==> config.mk <==
export PLATFORM = sky130hd
export DESIGN_NAME = demux_buf
export DESIGN_NICKNAME = d
export VERILOG_FILES = /design/src/rtl/demux_buf_pkg.sv /design/src/rtl/demux_buf_fifo.sv /design/src/rtl/demux_buf.sv
export SDC_FILE = /design/constraint.sdc
export NUM_CORES = 1
export LEC_CHECK = 0
export ABC_AREA = 0
export CAP_MARGIN = 20
export CORE_UTILIZATION = 55
export CTS_CLUSTER_SIZE = 24
export DETAILED_ROUTE_END_ITERATION = 10
export GPL_ROUTABILITY_DRIVEN = 0
export PLACE_DENSITY = 0.83
export SYNTH_ARGS = -nofsm -noshare
export SYNTH_HDL_FRONTEND = slang
export SYNTH_SLANG_ARGS = --single-unit
==> constraint.sdc <==
create_clock -name clk -period 4.35 [get_ports clk]
set_input_delay 0.87 -clock clk [delete_from_list [all_inputs] [get_ports clk]]
set_output_delay 0.87 -clock clk [all_outputs]
set_load 0.05 [all_outputs]
==> src/rtl/demux_buf_pkg.sv <==
// Shared constants for demux_buf: FIFO geometry, counter width and select encoding.
// Pure declarations; no timing behaviour.
// Not applicable: no handshake lives here.
package demux_buf_pkg;

    localparam int FIFO_DEPTH = 2;
    localparam int CNT_W      = 16;
    localparam int PTR_W      = 1;
    localparam int OCC_W      = 2;

    localparam logic [1:0]       SEL_A    = 2'd0;
    localparam logic [OCC_W-1:0] OCC_FULL = 2'd2;

    typedef enum logic {
        PORT_A = 1'b0,
        PORT_B = 1'b1
    } port_e;

    // Only the all-zero code reaches port A; every other code steers to B.
    function automatic port_e port_of(input logic [1:0] ctrl);
        return (ctrl == SEL_A) ? PORT_A : PORT_B;
    endfunction

endpackage

==> src/rtl/demux_buf_fifo.sv <==
// Two-entry per-port FIFO with registered storage and a head-of-queue output.
// Latency: a pushed word is visible at dout one cycle later; pop takes effect at the clock edge.
// Backpressure: full refuses pushes; pop without valid is ignored.
module demux_buf_fifo
    import demux_buf_pkg::*;
#(
    parameter int WIDTH = 8
) (
    input  logic             clk,
    input  logic             rst,
    input  logic             push,
    input  logic             pop,
    input  logic [WIDTH-1:0] din,
    output logic [WIDTH-1:0] dout,
    output logic             valid,
    output logic             full
);

    logic [WIDTH-1:0] mem [FIFO_DEPTH];
    logic [PTR_W-1:0] wr_ptr;
    logic [PTR_W-1:0] rd_ptr;
    logic [OCC_W-1:0] occ;
    logic             do_push;
    logic             do_pop;

    assign valid   = (occ != '0);
    assign full    = (occ == OCC_FULL);
    assign do_push = push & ~full;
    assign do_pop  = pop & valid;
    assign dout    = mem[rd_ptr];

    always_ff @(posedge clk) begin
        if (rst) begin
            wr_ptr <= '0;
            rd_ptr <= '0;
            occ    <= '0;
            for (int i = 0; i < FIFO_DEPTH; i++) begin
                mem[i] <= '0;
            end
        end else begin
            if (do_push) begin
                mem[wr_ptr] <= din;
                wr_ptr      <= wr_ptr + 1'b1;
            end
            if (do_pop) begin
                rd_ptr <= rd_ptr + 1'b1;
            end
            // Push and pop together leave the occupancy unchanged.
            case ({do_push, do_pop})
                2'b10:   occ <= occ + 1'b1;
                2'b01:   occ <= occ - 1'b1;
                default: occ <= occ;
            endcase
        end
    end

endmodule

==> src/rtl/demux_buf.sv <==
// Steers one valid/ready stream into two independently buffered ports (A when ctrl==0, else B).
// Latency: one cycle from input handshake to port valid; DEMUX_BUF_CNT_EN adds per-port delivery counters.
// Backpressure: in_ready follows only the selected port's FIFO, so a stalled port never blocks the other.
module demux_buf
    import demux_buf_pkg::*;
#(
    parameter int WIDTH = 8
) (
    input  logic             clk,
    input  logic             rst,
    input  logic             in_valid,
    output logic             in_ready,
    input  logic [WIDTH-1:0] in_data,
    input  logic [1:0]       ctrl,
    output logic             a_valid,
    input  logic             a_ready,
    output logic [WIDTH-1:0] a_data,
    output logic             b_valid,
    input  logic             b_ready,
    output logic [WIDTH-1:0] b_data
`ifdef DEMUX_BUF_CNT_EN
    ,
    output logic [CNT_W-1:0] a_cnt,
    output logic [CNT_W-1:0] b_cnt
`endif
);

    port_e dst;
    logic  a_full;
    logic  b_full;
    logic  in_fire;
    logic  a_push;
    logic  b_push;
    logic  a_pop;
    logic  b_pop;

    assign dst      = port_of(ctrl);
    assign in_ready = (dst == PORT_A) ? ~a_full : ~b_full;
    assign in_fire  = in_valid & in_ready;
    assign a_push   = in_fire & (dst == PORT_A);
    assign b_push   = in_fire & (dst == PORT_B);
    assign a_pop    = a_valid & a_ready;
    assign b_pop    = b_valid & b_ready;

    demux_buf_fifo #(.WIDTH(WIDTH)) u_fifo_a (
        .clk   (clk),
        .rst   (rst),
        .push  (a_push),
        .pop   (a_pop),
        .din   (in_data),
        .dout  (a_data),
        .valid (a_valid),
        .full  (a_full)
    );

    demux_buf_fifo #(.WIDTH(WIDTH)) u_fifo_b (
        .clk   (clk),
        .rst   (rst),
        .push  (b_push),
        .pop   (b_pop),
        .din   (in_data),
        .dout  (b_data),
        .valid (b_valid),
        .full  (b_full)
    );

`ifdef DEMUX_BUF_CNT_EN
    // Free-running delivery counters; natural 16-bit wrap.
    always_ff @(posedge clk) begin
        if (rst) begin
            a_cnt <= '0;
            b_cnt <= '0;
        end else begin
            if (a_pop) a_cnt <= a_cnt + 1'b1;
            if (b_pop) b_cnt <= b_cnt + 1'b1;
        end
    end
`endif

endmodule

==> summary.md <==
| Metric | Value |
|---|---|
| Die footprint | `3690 µm²` |
| TNS Setup | `0 ns` |
| Post-CTS sizing | `0` |
| Vias in the first global route | `1156` |
| Yosys top cell area share | `50.6%` |
| Worst path max stage delay | `0.79 ns` |
| Placed cells | `210` |
| Final Hold Fails | `0` |
| Max_cap viols | `0` |
| Top post-synthesis cells by area | `edfxtp_1 (51%), dfxtp_1 (11%), mux2_2 (10%)` |
| Initial Util | `60.2%` |
| Synth Area in XOR/XNOR | `2.77%` |
| Startpoint types | `primary input` |
| CP max FO | `2` |
| Peak Freq | `293 MHz` |
| EDFF count, synth | `32` |
| PwrDens | `517 nW/µm²` |
| Largest net degree at the start of global routing | `20` |
| Synth Flop Type | `edfxtp_1` |
| Setup Skew | `0.00681 ns` |
| RSZ-0062 raised after global routing | `no` |
| Cts hold-fix bufs | `0` |
| Grt total ovfl | `0` |
| Via Count | `1176` |
| Worst EP arrival | `2.54 ns` |
| Sequential cell area fraction in the yosys report | `61.1%` |
| Slew HR | `46.4%` |
| CP Class | `in -> out` |
| Slowest CP cell | `clkdlybuf4s50_1` |
| Period utilisation layout | `78.4%` |
| Clock period minus worst slack | `3.41 ns` |
| Status | `complete, no violations` |
| CTS tree | `done` |
| Filler instances | `227` |
| # DRC | `0` |
| Crit path capture type | `output port` |
| Yosys warning count | `0` |
| Clk root buf | `clkbuf_4` |
| Global Route Usage Sum | `19.5%` |
| Post-detailed-route wirelength per cell | `14.4 µm` |
| Async SR Flop Fraction | `0%` |
| Multiplexer area fraction after synthesis | `11.5%` |
| Max VDD drop | `0.000346 V` |
| Lkg Pwr | `0.000966 µW` |
| Core box area | `3150 µm²` |
| PortBufs | `33` |
| DR iter-0 viols | `21` |
| Site Rows | `20` |
| Clock sink count | `42` |
| N_diodes | `0` |
| Reg2Reg Depth | `4` |
| Final Cell Area | `2300 µm²` |
| Setup ws final | `0.941 ns` |
| Post-synth top area cell | `edfxtp_1` |
| IO Pins | `34` |
| Hold path cells | `2` |
| Drt first pass iters | `4` |
| Vias per cell | `5.39` |
| CTS clk-pin slew, worst paths | `0.10 ns` |
| DP HPWL | `2230 µm` |
| Post-synth cell types | `26` |
| Worst Path Buf+Inv | `2` |
| Final-report max-slew violation count | `0` |
| Htree depth | `2` |
| Compound-Gate Fraction of Synth Area | `3.43%` |
| Syn Inst Count | `141` |
| Critical Path, Cell by Cell | `clkdlybuf4s50_1, or2_1, mux2_2, clkdlybuf4s50_1` |
| Largest family of logic cells by synthesized area | `simple AND/OR/NAND/NOR gates` |
| First-pass GRT wire length | `5090 µm` |
| Setup-failing EPs final | `0` |
| Num CTS Buffers | `5` |
| Adder-cell share of the synthesized area | `1.32%` |
| Antenna violations before repair | `0` |
| Clk_lat worst skew | `0.34 ns` |
| CP delay by family, top | `buffers and inverters` |
| Placed instance area | `2230 µm²` |
| Most frequent cell after synthesis | `edfxtp_1` |
| Crit path depth | `4` |
| Hold crit path type | `reg -> reg` |
| Most used cell, CP | `clkdlybuf4s50_1` |
| Postcts setup bufs | `0` |
| CP Data Required Time | `3.48 ns` |
| DP Worst Slack | `0.939 ns` |
| Post-synth top cells | `edfxtp_1 (32), and3_1 (27), mux2_2 (17)` |
| Clk buf depth | `2` |
| Total Nets Final | `190` |
| Chip width | `60.8 µm` |
| Worst Max-Slew Pin Slew | `0.803 ns` |
| Layout overhead on the synthesized area | `21.3%` |
| Final cell count without fillers | `218` |
| Fraction of layout instances using a drive strength above 1 | `20.1%` |
| Drt total wl | `3150 µm` |
| Synthesis-stage register bit count | `42` |
| Simple-gate portion of the synthesized area | `16.4%` |
| Die H | `60.8 µm` |
| Avg Cell Area, Syn | `13.5 µm²` |
| Post-layout util | `73.1%` |
| Multi-input gate area | `672 µm²` |
| Post-Syn Nets | `158` |
| Post-route ant nets | `0` |
| Seq. cell area | `1160 µm²` |
| Post-Synthesis Cell Area | `1900 µm²` |
kinds of logic after synthesis:
logic type               after synthesis
AND/OR/NAND/NOR                       52
adder cells (fa/ha/maj)                2
multiplexers                          19
flip-flops                            42
buffers and inverters                 10
AO/OA/AOI/OAI                         10
XOR/XNOR                               6
cells in the final DEF (no fill, tap or decap), types with 2 or more instances in the layout:
cell | Yosys | final
a21o_1 | 2 | 2
o21a_1 | 2 | 2
and3_1 | 27 | 27
nor2b_1 | 2 | 2
dfxtp_1 | 10 | 10
and3_2 | 7 | 7
or2_2 | 2 | 2
clkbuf_4 | 0 | 5
mux2_2 | 17 | 17
o21bai_1 | 2 | 2
edfxtp_1 | 32 | 32
xnor2_1 | 4 | 4
clkbuf_1 | 4 | 2
ha_1 | 2 | 2
nand2b_1 | 2 | 2
clkdlybuf4s50_1 | 0 | 33
xor2_1 | 2 | 2
nor2_1 | 9 | 9
or3_1 | 2 | 2
a21oi_1 | 2 | 2
o21ai_0 | 2 | 2
final cells by class:
cell class | instances | area share (%)
flip-flops and latches | 42 | 50.4
inverters | 2 | 0.435
multi-input cells | 89 | 29.2
clock inverters | 1 | 1.30
well taps | 44 | 2.39
clock buffers | 7 | 1.96
repair buffers | 33 | 14.3
through the flow:
step,total power (µW),hold WS [ns]
floorplan,846,0.480
global placement,952,0.495
detailed placement,965,0.504
CTS,1200,0.529
global route,1240,0.570
finish,1190,0.528
worst paths after layout:
| check | start | endpoint | slack [ns] |
|---|---|---|---|
| hold reg to reg | u_fifo_b.occ[1]$_SDFFE_PP0P_ | u_fifo_b.occ[1]$_SDFFE_PP0P_ | 0.53 |
| setup reg to reg | u_fifo_a.occ[0]$_SDFFE_PP0P_ | u_fifo_a.mem[0][7]$_SDFFCE_PN0P_ | 2.23 |
| setup / recovery | ctrl[1] | in_ready | 0.94 |
| hold / removal | u_fifo_b.occ[1]$_SDFFE_PP0P_ | u_fifo_b.occ[1]$_SDFFE_PP0P_ | 0.53 |
report_power, final:
group | switching [µW] | leakage [µW] | internal [µW] | total (µW)
combinational | 257 | 0.000509 | 175 | 431
sequential | 38.5 | 0.000417 | 484 | 522
clock | 116 | 0.0000395 | 122 | 238
total | 411 | 0.000966 | 780 | 1190
state kept, by name, summed over array words and instances (netlist names), named ones only:
signal           cells
u_fifo_b.occ         2
u_fifo_a.wr_ptr      1
u_fifo_b.rd_ptr      1
u_fifo_a.rd_ptr      1
u_fifo_a.occ         2
u_fifo_b.wr_ptr      1
u_fifo_b.mem        16
u_fifo_a.mem        16
layer usage:
layer  routed length, µm  share of wire, %  track usage [%]  vias to the layer above
met1                1340                42             22.0                      561
met4                  44               1.4             9.42                        0
met5                   0                 0                0                        -
li1                    -                 -                -                      583
met3                 113               3.6             3.84                        5
met2                1660                53             35.2                       27
worst register-to-register path: cells and delay by family, from the launching register on:
| kind | cells | cell delay [ns] |
|---|---|---|
| AO/OA/AOI/OAI | 1 | 0.65 |
| AND/OR/NAND/NOR | 2 | 0.63 |
| buffers and inverters | 1 | 0.07 |
| flip-flops | 1 | 0.42 |
No activity file was read; power rests on OpenSTA's default activity.
